[config.mk]
export PLATFORM = sky130hd
export DESIGN_NAME = vending_controller_multi
export DESIGN_NICKNAME = d
export VERILOG_FILES = /design/src/rtl/vending_controller_multi.sv
export SDC_FILE = /design/constraint.sdc
export NUM_CORES = 1
export LEC_CHECK = 0
export ABC_AREA = 1
export CORE_ASPECT_RATIO = 1.1
export CORE_MARGIN = 4
export CORE_UTILIZATION = 58
export CTS_BUF_LIST = sky130_fd_sc_hd__clkbuf_4 sky130_fd_sc_hd__clkbuf_8
export CTS_CLUSTER_DIAMETER = 150
export DETAILED_ROUTE_END_ITERATION = 8
export PLACE_DENSITY = 0.88
export SLEW_MARGIN = 15
export SYNTH_ARGS = -nofsm -noshare
export SYNTH_HDL_FRONTEND = slang
export SYNTH_SLANG_ARGS = --single-unit
[constraint.sdc]
create_clock -name clk_i -period 4 [get_ports clk_i]
set_input_delay 0.8 -clock clk_i [delete_from_list [all_inputs] [get_ports clk_i]]
set_output_delay 0.8 -clock clk_i [all_outputs]
set_load 0.01 [all_outputs]
[src/rtl/vending_controller_multi.sv]
`default_nettype none
// ============================================================================
// Module   : vending_controller_multi
// Purpose  : Multi-item vending controller. Accepts valued coins into a
//            saturating credit register, serves N_ITEMS items with individual
//            prices and stock counters, hands the chosen item to a dispenser
//            over valid/ready, then pays out change or a refund one unit per
//            cycle.
// Ports    : clk_i, reset_i (async, active-high)
//            coin_valid_i/coin_val_i   : coin acceptor input
//            sel_valid_i/sel_item_i    : keypad selection
//            cancel_i                  : refund request
//            price_table_i             : static flattened price list
//            refill_i/refill_item_i    : restock request
//            vend_ready_i/vend_valid_o/vend_item_o : dispenser handshake
//            change_o                  : one unit paid out per high cycle
//            credit_o                  : current credit
//            coin_reject_o, sold_out_o, need_more_o : one-cycle status pulses
//            busy_o                    : high while vending or paying out
// Revision : 1.0 - initial release
// ============================================================================
module vending_controller_multi #(
    parameter int N_ITEMS    = 4,
    parameter int SEL_W      = 2,
    parameter int COIN_W     = 2,
    parameter int CREDIT_W   = 4,
    parameter int MAX_CREDIT = 9,
    parameter int STOCK_W    = 3,
    parameter int STOCK_INIT = 2
) (
    input  logic                         clk_i,
    input  logic                         reset_i,
    input  logic                         coin_valid_i,
    input  logic [COIN_W-1:0]            coin_val_i,
    input  logic                         sel_valid_i,
    input  logic [SEL_W-1:0]             sel_item_i,
    input  logic                         cancel_i,
    input  logic [N_ITEMS*CREDIT_W-1:0]  price_table_i,
    input  logic                         refill_i,
    input  logic [SEL_W-1:0]             refill_item_i,
    input  logic                         vend_ready_i,
    output logic                         vend_valid_o,
    output logic [SEL_W-1:0]             vend_item_o,
    output logic                         change_o,
    output logic [CREDIT_W-1:0]          credit_o,
    output logic                         coin_reject_o,
    output logic                         sold_out_o,
    output logic                         need_more_o,
    output logic                         busy_o
);

    typedef enum logic [2:0] {
        S_IDLE    = 3'd0,
        S_COLLECT = 3'd1,
        S_VEND    = 3'd2,
        S_CHANGE  = 3'd3,
        S_REFUND  = 3'd4
    } state_t;

    localparam logic [CREDIT_W:0]  C_MAX_SUM    = (CREDIT_W+1)'(MAX_CREDIT);
    localparam logic [STOCK_W-1:0] C_STOCK_INIT = STOCK_W'(STOCK_INIT);

    state_t                state_q, state_d;
    logic [CREDIT_W-1:0]   credit_q, credit_d;
    logic [SEL_W-1:0]      vend_item_q, vend_item_d;
    logic [STOCK_W-1:0]    stock_q [N_ITEMS];
    logic [STOCK_W-1:0]    stock_d [N_ITEMS];
    logic                  vend_valid_q, vend_valid_d;
    logic                  change_q, change_d;
    logic                  coin_reject_q, coin_reject_d;
    logic                  sold_out_q, sold_out_d;
    logic                  need_more_q, need_more_d;
    logic                  busy_q, busy_d;

    logic                  coin_present;
    logic [CREDIT_W:0]     coin_sum;
    logic                  sel_in_range;
    logic [STOCK_W-1:0]    sel_stock;
    logic [CREDIT_W-1:0]   sel_price;
    logic [CREDIT_W-1:0]   vend_price;
    logic [CREDIT_W-1:0]   vend_remain;
    logic                  vend_take;

    // A zero-valued coin is treated as no coin at all (never rejected).
    assign coin_present = coin_valid_i && (coin_val_i != '0);
    // One extra bit so an over-limit sum is detected instead of wrapping.
    assign coin_sum     = {1'b0, credit_q} + (CREDIT_W+1)'(coin_val_i);

    // Decoded lookups by loop compare: an out-of-range selection simply
    // matches no item and is reported as sold out.
    always_comb begin
        sel_in_range = 1'b0;
        sel_stock    = '0;
        sel_price    = '0;
        vend_price   = '0;
        for (int i = 0; i < N_ITEMS; i++) begin
            if (sel_item_i == SEL_W'(i)) begin
                sel_in_range = 1'b1;
                sel_stock    = stock_q[i];
                sel_price    = price_table_i[i*CREDIT_W +: CREDIT_W];
            end
            if (vend_item_q == SEL_W'(i)) begin
                vend_price = price_table_i[i*CREDIT_W +: CREDIT_W];
            end
        end
    end

    assign vend_remain = credit_q - vend_price;

    always_comb begin
        state_d       = state_q;
        credit_d      = credit_q;
        vend_item_d   = vend_item_q;
        coin_reject_d = 1'b0;
        sold_out_d    = 1'b0;
        need_more_d   = 1'b0;
        vend_take     = 1'b0;

        case (state_q)
            S_IDLE, S_COLLECT: begin
                if (cancel_i) begin
                    coin_reject_d = coin_present;
                    if (state_q == S_COLLECT) begin
                        state_d = S_REFUND;
                    end
                end else if (sel_valid_i) begin
                    coin_reject_d = coin_present;
                    if (state_q == S_COLLECT) begin
                        if (!sel_in_range || (sel_stock == '0)) begin
                            sold_out_d = 1'b1;
                        end else if (credit_q < sel_price) begin
                            need_more_d = 1'b1;
                        end else begin
                            state_d     = S_VEND;
                            vend_item_d = sel_item_i;
                        end
                    end
                end else if (coin_present) begin
                    if (coin_sum <= C_MAX_SUM) begin
                        credit_d = coin_sum[CREDIT_W-1:0];
                        state_d  = S_COLLECT;
                    end else begin
                        coin_reject_d = 1'b1;
                    end
                end
            end
            S_VEND: begin
                coin_reject_d = coin_present;
                if (vend_valid_q && vend_ready_i) begin
                    vend_take = 1'b1;
                    credit_d  = vend_remain;
                    state_d   = (vend_remain != '0) ? S_CHANGE : S_IDLE;
                end
            end
            S_CHANGE, S_REFUND: begin
                coin_reject_d = coin_present;
                // The pulse for the last unit is already on the output, so
                // leave as soon as the final unit is being counted off.
                if (credit_q <= CREDIT_W'(1)) begin
                    credit_d = '0;
                    state_d  = S_IDLE;
                end else begin
                    credit_d = credit_q - CREDIT_W'(1);
                end
            end
            default: begin
                state_d  = S_IDLE;
                credit_d = '0;
            end
        endcase

        vend_valid_d = (state_d == S_VEND);
        change_d     = (state_d == S_CHANGE) || (state_d == S_REFUND);
        busy_d       = (state_d == S_VEND) || change_d;
    end

    // Refill is applied after the vend decrement so it wins on a collision.
    always_comb begin
        stock_d = stock_q;
        for (int i = 0; i < N_ITEMS; i++) begin
            if (vend_take && (vend_item_q == SEL_W'(i)) && (stock_q[i] != '0)) begin
                stock_d[i] = stock_q[i] - STOCK_W'(1);
            end
            if (refill_i && (refill_item_i == SEL_W'(i))) begin
                stock_d[i] = C_STOCK_INIT;
            end
        end
    end

    always_ff @(posedge clk_i or posedge reset_i) begin
        if (reset_i) begin
            state_q       <= S_IDLE;
            credit_q      <= '0;
            vend_item_q   <= '0;
            vend_valid_q  <= 1'b0;
            change_q      <= 1'b0;
            coin_reject_q <= 1'b0;
            sold_out_q    <= 1'b0;
            need_more_q   <= 1'b0;
            busy_q        <= 1'b0;
            for (int i = 0; i < N_ITEMS; i++) begin
                stock_q[i] <= C_STOCK_INIT;
            end
        end else begin
            state_q       <= state_d;
            credit_q      <= credit_d;
            vend_item_q   <= vend_item_d;
            vend_valid_q  <= vend_valid_d;
            change_q      <= change_d;
            coin_reject_q <= coin_reject_d;
            sold_out_q    <= sold_out_d;
            need_more_q   <= need_more_d;
            busy_q        <= busy_d;
            for (int i = 0; i < N_ITEMS; i++) begin
                stock_q[i] <= stock_d[i];
            end
        end
    end

    assign vend_valid_o  = vend_valid_q;
    assign vend_item_o   = vend_item_q;
    assign change_o      = change_q;
    assign credit_o      = credit_q;
    assign coin_reject_o = coin_reject_q;
    assign sold_out_o    = sold_out_q;
    assign need_more_o   = need_more_q;
    assign busy_o        = busy_q;

endmodule
`default_nettype wire

# [Yosys cells after proc, flatten, opt, wreduce, memory -nomap -nowiden]
# Cells that the tools add are included.
[classes] reduce_logical=38 n_addsub=7 mux=61 bitwise_logic=3 n_div=0 shift=0 eq_ne=21 order_cmp=3 mul=0
[ops] op="two-way mux 3 bit" n=22
[ops] op="two-way mux 4 bit" n=14
[ops] op="two-way mux 1 bit" n=21
[ops] op="logical AND 1 bit" n=14
[ops] op="== test 2 bit (second input constant)" n=6
[ops] op="== test 3 x 2 -> 1 bit (second input constant)" n=4
[ops] op="one-hot mux 4 bit (3 select lines)" n=1
[ops] op="nonzero test 3 bit" n=4
[ops] op="subtractor 3 x 1 -> 3 bit (second input constant)" n=4
[ops] op="inequality test 2 bit (second input constant)" n=5
[ops] op="nonzero test 2 bit" n=5
[ops] op="one-hot mux 3 bit (3 select lines)" n=1
[ops] op="== test 2 x 1 -> 1 bit (second input constant)" n=3
[ops] op="== test 3 bit (second input constant)" n=2
[ops] op="zero test 2 bit" n=3
[ops] op="zero test 3 bit" n=2
[ops] op="AND reduction 6 bit" n=1
[ops] op="adder 4 x 2 -> 5 bit" n=1
[ops] op="<= comparator 5 x 4 -> 1 bit (second input constant)" n=1
[ops] op="AND reduction 5 bit" n=1
[ops] op="<= comparator 4 x 1 -> 1 bit (second input constant)" n=1
[ops] op="less-than comparator 4 bit" n=1
[ops] op="nonzero test 4 bit" n=1
[ops] op="OR reduction 2 bit" n=2
[ops] op="9 further kinds" n=13
[word_totals] ff_bits=27 memories=0 in_bits=29 output_inout_bits=12 latchBits=0 elab_cells=146 romBits=0 ram_bits=0

# [Logic depth before layout (Yosys ltp)]
# Gate-level depths: netlist of run 1.
[depth] word_depth=15 mapped_depth=18 mapped_depth_nobuf=18

# [Worst setup path before layout of run 1]
# Ideal clock, no wire load.
[synth_timing] path_kind="input-to-reg" start="input port price_table_i[1]" end="register busy_q, in the netlist busy_o" n_path_buf=0 t_arrival_ns=2.472 t_required_ns=3.884 stages=10 setup_ns=0.116 setup_slack_ns=1.411 cell_sequence="a221oi_1 > a21oi_1 > a21oi_1 > fa_1 > nor4_1 > nand3_1 > a21oi_1 > nand2_2 > inv_2 > nand2_1"
[synth_between] elab_chain_cells=14 elab_cells_between_ends=24 classes_between="1 x add/sub; 1 x order compare; 3 x eq/ne; 16 x mux; 3 x reduce/logical"
[synth_rtl] item="from (decl)" line_no="38" source="input logic [N_ITEMS*CREDIT_W-1:0] price_table_i,"
[synth_rtl] item="two-way mux 4 bit (4 in series)" line_no="97" source="if (sel_item_i == SEL_W'(i)) begin"
[synth_rtl] item="less-than comparator 4 bit" line_no="131" source="end else if (credit_q < sel_price) begin"
[synth_rtl] item="two-way mux 3 bit" line_no="131"
[synth_rtl] item="two-way mux 3 bit" line_no="129" source="if (!sel_in_range || (sel_stock == '0)) begin"
[synth_rtl] item="two-way mux 3 bit" line_no="128" source="if (state_q == S_COLLECT) begin"
[synth_rtl] item="two-way mux 3 bit" line_no="126" source="end else if (sel_valid_i) begin"
[synth_rtl] item="two-way mux 3 bit" line_no="121" source="if (cancel_i) begin"
[synth_rtl] item="one-hot mux 3 bit (3 select lines) *" line_no="119" source="case (state_q)"
[synth_rtl] item="via state_d[1]" line_no="63" source="state_t state_q, state_d;"
[synth_rtl] item="== test 3 x 2 -> 1 bit / == test 3 bit (equally long branches)" line_no="173" source="change_d = (state_d == S_CHANGE) || (state_d == S_REFUND);"
[synth_rtl] item="logical OR 1 bit" line_no="173"
[synth_rtl] item="logical OR 1 bit *" line_no="174" source="busy_d = (state_d == S_VEND) || change_d;"
[synth_rtl] item="via busy_d" line_no="73" source="logic busy_q, busy_d;"
[synth_rtl] item="to (signal assigned)" line_no="213" source="busy_q <= busy_d;"
[synth_rtl] item="to (decl)" line_no="73"
# The timed path passes the listed nets; every way through them passes the cells marked *.
# A chain may end at the register's enable or synchronous reset.

# [Final worst setup path of run 1]
[layout_timing] start="input port price_table_i[1]" end="register vend_valid_q, in the netlist vend_valid_o"
[layout_between] elab_chain_cells=12 elab_cells_between_ends=20 classes_between="1 x add/sub; 1 x order compare; 1 x eq/ne; 16 x mux; 1 x reduce/logical"
[layout_rtl] item="two-way mux 4 bit (4 in series)" line_no="97"
[layout_rtl] item="less-than comparator 4 bit" line_no="131"
[layout_rtl] item="two-way mux 3 bit" line_no="131"
[layout_rtl] item="two-way mux 3 bit" line_no="129"
[layout_rtl] item="two-way mux 3 bit" line_no="128"
[layout_rtl] item="two-way mux 3 bit" line_no="126"
[layout_rtl] item="two-way mux 3 bit" line_no="121"
[layout_rtl] item="one-hot mux 3 bit (3 select lines) *" line_no="119"
[layout_rtl] item="via state_d[0]" line_no="63"
[layout_rtl] item="== test 3 x 2 -> 1 bit *" line_no="172" source="vend_valid_d = (state_d == S_VEND);"
[layout_rtl] item="via vend_valid_d" line_no="68" source="logic vend_valid_q, vend_valid_d;"
[layout_rtl] item="to (signal assigned)" line_no="208" source="vend_valid_q <= vend_valid_d;"
[layout_rtl] item="to (decl)" line_no="68"
# Marked as above.

==> key figures, run 1 <==
Route
  • Top routing layer in use: met4
  • Number of optimization iterations in the first detailed-route pass: 4
  • Post-DRT Antenna Nets: 0
  • Final wirelength: ~4800 um
  • Met2 wire len: 2570 um
  • Total number of vias: around 2000
  • Average routed wire per standard cell: approximately 13 um
  • Vias per cell: 5.28
  • Met3 routed wirelength: 183 um
  • Length of routed wiring on met1: around 2000 um
  • DRC violations left: 0
  • Count of routing violations after the opening detailed-route iteration: 141

Global route
  • Maximum number of pins on one net before global-route repair: 28
  • Remaining global-route overflow: 0
  • Initial antenna violation count: 0
  • Wire length of the first global-routing pass: approximately 8500 um
  • Vias in the first global route: about 2100
  • Global-route usage over all layers: between 20% and 30%

Logic synthesis
  • Async set-or-reset flop fraction in the synthesized netlist: 100%
  • Area of the mapped netlist: 0.00214 sq mm
  • Yosys top cell by area: sky130_fd_sc_hd__dfrtp_1
  • Warnings, synthesis: 0
  • Biggest area contributors in the synthesized netlist: sky130_fd_sc_hd__dfrtp_1 (27%), sky130_fd_sc_hd__ha_1 (11%), sky130_fd_sc_hd__inv_1 (10%)
  • Sequential share of the synthesized area: between 30% and 40%
  • Post-Syn Area per Cell: between 7 and 8 sq um
  • Flops & latches, synth: 27
  • Number of distinct standard cells referenced by the synthesized netlist: 30
  • Number of flops mapped to enable cells by yosys: 0
  • Number of instances in the synthesized netlist: 295
  • Yosys top cell area share: about 27%
  • Top flip-flop cell by instance count after synthesis: sky130_fd_sc_hd__dfrtp_1
  • Net Count, Synth: 344

Die
  • Full die area: about 0.0047 sq mm
  • Die outline height: roughly 72 um
  • Initial core utilization: 62.1%
  • Std-Cell Rows: 22
  • Number of top-level pins: 41
  • Area of the placeable core: 0.00344 sq mm
  • Die boundary width: roughly 66 um

Worst setup path
  • Crit-path max cell delay: 0.49 ns
  • Category of the worst setup path launch point: primary input
  • Cell with the biggest individual delay on the critical path: sky130_fd_sc_hd__fa_1
  • Crit path DAT: 3.15 ns
  • Critical path peak fanout: 2
  • Most used cell along the critical path: sky130_fd_sc_hd__a21oi_1
  • Worst reg2reg path depth: 12
  • Type of the worst setup path: in2reg
  • Kind of cell adding the most delay to the critical path: compound AO/OA/AOI/OAI gates
  • Sequence of cells on the critical path: clkdlybuf4s50_1, a221oi_1, a21oi_1, a21oi_1, fa_1, nor4_1, nand3_1, a21oi_1, nand2_1, nor2_2
  • Number of stages on the worst setup path: 10
  • CP Data Required Time: roughly 4.3 ns
  • Critical path buffer and inverter count: 1
  • Critical path capture point type: flop

CTS
  • Clock tree from TritonCTS: done
  • Hold buffer count at CTS: 0
  • Later-pin clock latency in the skew report: roughly 0.34 ns
  • Post-CTS setup buffer count: 0
  • Number of buffers created by CTS: 3
  • Gates resized, CTS repair: 0
  • Deepest clock path buffer count: 2
  • H-tree lvl count: 1
  • Clk Tree Root Cell: sky130_fd_sc_hd__clkbuf_4
  • CTS clk-pin slew, worst paths: about 0.16 ns
  • Total number of clock tree sinks: 27

Placement
  • Count of buffers from port buffering: 40
  • Detailed-placement wirelength estimate: approximately 4000 um
  • DP Cell Count: approximately 380
  • Final Wtd Congestion: approximately 0.83
  • DP Worst Slack: ~0.8 ns

Power and ir drop
  • Peak VDD IR: 0.343 mV
  • Total leakage power: 1.30 nW
  • Total power divided by cell area: 528 mW/mm^2
  • Total Power Consumption: between 1 and 1.5 mW

Layout
  • Register cell area after layout: between 600 and 700 sq um
  • Layout overhead on the synthesized area: 22.7%
  • Commonest non-fill, non-tap cells in the layout: sky130_fd_sc_hd__inv_1 (57), sky130_fd_sc_hd__nand2_1 (49), sky130_fd_sc_hd__clkdlybuf4s50_1 (40)
  • Filler cell count: between 200 and 300
  • Ratio of cells with drive above 1 in the final layout: between 10% and 20%
  • Most common cell after layout, fill and taps aside: sky130_fd_sc_hd__inv_1
  • Area of the multi-input gates: between 0.001 and 0.0015 sq mm
  • Number of standard cells in the layout, taps in and fillers out: 386
  • Final nets: about 390
  • Inserted Diodes: 0

STA
  • Transition time at the pin with the least slew margin: 1.04 ns
  • Final critical-path share of the clock period: ~72%
  • Relative max-transition margin: just over 30%
  • Period minus WS final: approximately 2.9 ns
  • Layout Skew: approximately 0.0094 ns
  • Aggregate negative setup slack: 0 ns
  • Endpoints failing hold: 0
  • Number of pins with negative max-slew slack in the final report: 0
  • Final Setup Violations: 0
  • RSZ-0062 raised after global routing: false
  • Highest clock frequency the design can meet: around 350 MHz
  • Slack of the critical path: 1.13 ns

Run
  • Count of max-cap constraint violations: 0

Min path
  • Number of stages on the worst hold path: 2
  • Hold Path Class: reg2reg

Outcome
  • Run status: complete, no violations
[report_power, final]
group          total (mW)  switching [mW]  internal (mW)
sequential          0.425          0.0915          0.333
combinational       0.834           0.483          0.352
clock               0.127          0.0883         0.0383
total                1.39           0.663          0.723
[Yosys cell counts (3+ instances only)]
library cell,count
sky130_fd_sc_hd__nor2_1,18
sky130_fd_sc_hd__nand3_1,12
sky130_fd_sc_hd__dfstp_2,4
sky130_fd_sc_hd__nor2_2,4
sky130_fd_sc_hd__a21oi_1,27
sky130_fd_sc_hd__nor3_1,9
sky130_fd_sc_hd__a221oi_1,4
sky130_fd_sc_hd__inv_1,57
sky130_fd_sc_hd__ha_1,18
sky130_fd_sc_hd__o21ai_0,21
sky130_fd_sc_hd__nor3_2,3
sky130_fd_sc_hd__o21ai_1,3
sky130_fd_sc_hd__nand2_2,4
sky130_fd_sc_hd__o22ai_1,3
sky130_fd_sc_hd__inv_2,11
sky130_fd_sc_hd__nor4_1,3
sky130_fd_sc_hd__nand4_1,3
sky130_fd_sc_hd__dfrtp_1,23
sky130_fd_sc_hd__nand2_1,49
sky130_fd_sc_hd__o211ai_1,3
[cell type report]
type | count | share of cell area, %
Timing Repair Buffer | 40 | 15.3
Clock inverter | 1 | 0.286
Multi-Input combinational cell | 199 | 45.6
Tap cell | 48 | 2.29
Inverter | 68 | 9.73
Clock buffer | 3 | 0.859
Sequential cell | 27 | 26.0
[tightest hold or removal path, cell delays in order (launching register included)]
cell and delay [ns]:
sky130_fd_sc_hd__dfstp_2 0.40, sky130_fd_sc_hd__nand2_1 0.05, sky130_fd_sc_hd__o211ai_1 0.07
[per-stage QoR]
step	hold slack, ns	instance area [sq um]	util [%]
CTS	0.512	2620	76.2
global route	0.562	2620	76.2
finish	0.510	2620	76.2
global placement	0.496	2590	75.3
detailed placement	0.494	2590	75.3
floorplan	0.479	2140	-
[sequential cells by signal, indices dropped and copies added (netlist names)]
signal,cells
coin_reject_o,1
need_more_o,1
state_q,3
busy_o,1
stock_q,12
change_o,1
vend_item_o,2
vend_valid_o,1
credit_o,4
sold_out_o,1
[worst paths after layout]
| path | slack [ns] | to | startpoint |
|---|---|---|---|
| worst max-delay path | 1.13 | vend_valid_o | price_table_i[1] |
| worst min-delay path | 0.51 | stock_q[10] | stock_q[10] |
| worst max register to register | 1.31 | vend_valid_o | vend_item_o[0] |
| worst min register to register | 0.51 | stock_q[10] | stock_q[10] |
| max in group asynchronous | 2.37 | stock_q[8] | reset_i |
| min in group asynchronous | 1.00 | state_q[0] | reset_i |
[logic make-up (layout without fill, tap and decap cells)]
family / count (synthesis) / after routing / synth area share [%]
AO/OA/AOI/OAI: 65 / 65 / 16.9
XOR/XNOR: 3 / 3 / 1.23
AND/OR/NAND/NOR: 111 / 111 / 25.4
buffers and inverters: 69 / 112 / 12.2
flip-flops: 27 / 27 / 31.8
adder cells (fa/ha/maj): 20 / 20 / 12.4
[routing by layer]
metal  track usage, %  up-vias
li1                 -     1052
met1             26.4      935
met2             40.8       43
met3             3.45       10
met4             8.76        0
met5                0        -
No activity file was read; power rests on OpenSTA's default activity.
==> inputs of run 2 (changes only) <==
--- a/config.mk
+++ b/config.mk
@@ -8,11 +8,11 @@
 export ABC_AREA = 1
 export CORE_ASPECT_RATIO = 1.1
 export CORE_MARGIN = 4
-export CORE_UTILIZATION = 58
+export CORE_UTILIZATION = 49
 export CTS_BUF_LIST = sky130_fd_sc_hd__clkbuf_4 sky130_fd_sc_hd__clkbuf_8
 export CTS_CLUSTER_DIAMETER = 150
 export DETAILED_ROUTE_END_ITERATION = 8
-export PLACE_DENSITY = 0.88
+export PLACE_DENSITY = 0.79
 export SLEW_MARGIN = 15
 export SYNTH_ARGS = -nofsm -noshare
 export SYNTH_HDL_FRONTEND = slang
==> constraint.sdc (replaced) <==
create_clock -name clk_i -period 2.4 [get_ports clk_i]
set_input_delay 0.48 -clock clk_i [delete_from_list [all_inputs] [get_ports clk_i]]
set_output_delay 0.48 -clock clk_i [all_outputs]
set_load 0.01 [all_outputs]
==> run 2 against run 1 <==
Effect of this change: the run now ends with setup timing left; sequential power up 59%; clock skew is 0.0018 ns lower; global-route usage fell by 1.6 points; highest routed layer unchanged; non-clock buffer count grew 32.
==> key figures, run 2 (synthesis gave the netlist of run 1 again) <==
Outcome
  • Run status: complete, but fails checks
  • Violations in the final reports: setup timing

Layout
  • Inserted Diodes: 0 (unchanged)
  • Commonest non-fill, non-tap cells in the layout: sky130_fd_sc_hd__inv_1 (53), sky130_fd_sc_hd__nand2_1 (45), sky130_fd_sc_hd__buf_4 (31)
  • Layout overhead on the synthesized area: 39.5%
  • Final nets: 420 (+8.2%)
  • Most common cell after layout, fill and taps aside: sky130_fd_sc_hd__inv_1
  • Register name with the most flops: stock_q
  • Ratio of cells with drive above 1 in the final layout: 24.6% (+15 points)
  • Flip-flop count of the largest register, all copies and words added: 12 (unchanged)
  • Final core occ: 73.0% (-3.2 points)

Worst setup path
  • Most used cell along the critical path: sky130_fd_sc_hd__inv_2
  • Worst reg2reg path depth: 13 (+1)
  • Crit-path max cell delay: 0.44 ns (-0.05 ns)
  • Cell with the biggest individual delay on the critical path: sky130_fd_sc_hd__fa_1
  • CP Data Required Time: 2.58 ns (-1.70 ns)
  • Reg-to-reg setup timing slack: -0.04 ns (-1.35 ns)
  • Critical path capture point type: flop
  • Category of the worst setup path launch point: flop
  • Kind of cell adding the most delay to the critical path: simple AND/OR/NAND/NOR gates
  • Critical path buffer and inverter count: 3 (+2)
  • Startpoint of the most critical setup path: vend_item_o[0]
  • Crit path DAT: 2.62 ns (-0.53 ns)
  • Sequence of cells on the critical path: inv_2, nand2_2, o22ai_2, o22ai_2, ha_2, inv_2, fa_1, nor4_2, nand3_2, a21oi_2, nand2_2, inv_2, nand2_1
  • Type of the worst setup path: reg2reg
  • Reg-to-Reg Start: vend_item_o[0]
  • Critical path peak fanout: 5 (+3)
  • Critical R2R Capture: busy_o

Placement
  • Detailed-placement wirelength estimate: 4270 um (+8.2%)
  • Count of buffers from port buffering: 40 (unchanged)
  • Final Wtd Congestion: 0.849 (+2.0%)
  • DP Worst Slack: -0.457 ns (-1.24 ns)

Route
  • Vias per cell: 5.25 (-0.59%)
  • DRC violations left: 0 (unchanged)
  • Average routed wire per standard cell: 13.1 um (+4.3%)
  • Final wirelength: 5510 um (+14%)
  • Post-DRT Antenna Nets: 0 (unchanged)
  • Count of routing violations after the opening detailed-route iteration: 124 (-12%)
  • Total number of vias: 2217 (+8.7%)
  • Number of optimization iterations in the first detailed-route pass: 4 (unchanged)

Global route
  • Initial antenna violation count: 0 (unchanged)
  • Vias in the first global route: 2224 (+8.0%)
  • Global-route usage over all layers: 21.0% (-1.6 points)
  • Maximum number of pins on one net before global-route repair: 28 (unchanged)
  • Wire length of the first global-routing pass: 9470 um (+12%)
  • Remaining global-route overflow: 0 (unchanged)

Power and ir drop
  • Combinational share of power: 67.8% (+7.6 points)
  • Total power divided by cell area: 983 mW/mm^2 (+86%)
  • Sequential fraction of design power: 23.0% (-7.7 points)
  • Total Power Consumption: 2.93 mW (+110%)
  • Switching power total: 1.32 mW (+99%)
  • Total leakage power: 1.51 nW (+16%)
  • Sw Share: 44.9% (-2.9 points)
  • Share of total power in the clock network: 9.2% (about the same)
  • Internal power: 1.61 mW (+120%)
  • Peak VDD IR: 0.607 mV (+77%)

CTS
  • Deepest clock path buffer count: 2 (unchanged)
  • Number of buffers created by CTS: 3 (unchanged)
  • Hold buffer count at CTS: 0 (unchanged)
  • Later-pin clock latency in the skew report: 0.28 ns (-0.06 ns)
  • Total number of clock tree sinks: 27 (unchanged)
  • CTS clk-pin slew, worst paths: 0.10 ns (-0.06 ns)
  • H-tree lvl count: 1 (unchanged)
  • Clk Tree Root Cell: sky130_fd_sc_hd__clkbuf_8
  • Clock tree from TritonCTS: done

Die
  • Initial core utilization: 52.3% (-9.8 points)
  • Full die area: 0.00548 sq mm (+16%)
  • Number of top-level pins: 41 (unchanged)
  • Die boundary width: 71.0 um (+7.7%)
  • Std-Cell Rows: 24 (+9.1%)
  • Area of the placeable core: 0.00408 sq mm (+19%)
  • Die outline height: 77.3 um (+7.8%)

STA
  • Transition time at the pin with the least slew margin: 0.383 ns (-0.661 ns)
  • Final critical-path share of the clock period: 102%
  • Slack of the critical path: -0.0423 ns (-1.18 ns)
  • Highest clock frequency the design can meet: about 400 MHz
  • Relative max-transition margin: 74.3% (+44 points)
  • Layout Skew: 0.00761 ns (-0.00176 ns)
  • Endpoints failing hold: 0 (unchanged)
  • Period minus WS final: 2.44 ns
  • Worst hold slack: 0.507 ns (-0.00355 ns)
  • RSZ-0062 raised after global routing: true
  • Final Setup Violations: 2 (+2)
  • Number of pins with negative max-slew slack in the final report: 0 (unchanged)

Run
  • Count of max-cap constraint violations: 0 (unchanged)

Min path
  • Hold path startpoint: stock_q[10]
  • Hold Path Class: reg2reg
  • Hold worst-path end: stock_q[10]
  • Number of stages on the worst hold path: 2 (unchanged)
[run 2: changes by cell type in the layout (fill, tap and decap cells not counted), moves of 5 or more]
cell                              change
sky130_fd_sc_hd__buf_4               +31
sky130_fd_sc_hd__clkdlybuf4s50_1     -10
sky130_fd_sc_hd__dlygate4sd2_1        +6
sky130_fd_sc_hd__a21oi_1              -5
sky130_fd_sc_hd__a21oi_2              +5
[run 2: cell type report]
cell class	count	area, sq um
fillers	328	1100
multi-input cells	199	1280
repair buffers	72	647
well taps	52	65.1
clock buffers	3	41.3
flip-flops and latches	27	682
clock inverters	1	7.51
inverters	68	255
[run 2: how the worst max path moves through the flow]
stage,end,slack (ns),depth (start not counted)
after floorplan,busy_o,0.05,13
after global placement,busy_o,-0.41,11
after detailed placement,busy_o,-0.46,15
after CTS,busy_o,-0.06,13
after global routing,busy_o,-0.23,16
final,busy_o,-0.04,13
[run 2: tightest hold or removal path, stage by stage, from the launching register on]
cell	delay (ns)
sky130_fd_sc_hd__dfstp_2	0.38
sky130_fd_sc_hd__nand2_1	0.05
sky130_fd_sc_hd__o211ai_1	0.07
[run 2: power by group through the flow]
stage | Combinational (mW) | Clock [mW] | Sequential (mW)
floorplan | 0.957 | 0 | 0.704
global placement | 1.60 | 0 | 0.679
detailed placement | 1.65 | 0 | 0.680
CTS | 1.88 | 0.277 | 0.672
global route | 2.21 | 0.296 | 0.691
finish | 1.99 | 0.269 | 0.675
[run 2: metal layers]
| layer | GRT usage, % | wire [um] |
|---|---|---|
| met5 | 0 | 0 |
| met1 | 23.6 | 2290 |
| met3 | 3.79 | 213 |
| met2 | 39.7 | 2920 |
| met4 | 5.64 | 94 |
[run 2: metrics by stage]
stage / setup TNS (ns) / instances / cell area [sq um]
floorplan: 0 / 295 / 2140
global placement: -3.04 / 411 / 2790
detailed placement: -3.93 / 411 / 2790
CTS: -0.112 / 421 / 2940
global route: -1.06 / 422 / 2980
finish: -0.0754 / 422 / 2980
[run 2: repair_timing]
item | in CTS | in global routing
endpoints found under the setup margin | 7 | 12
gates resized for setup | 24 | 15
pin swaps | 15 | 9
buffers inserted | 6 | 1
cloned | 0 | 0
hold endpoints to repair | 0 | 0
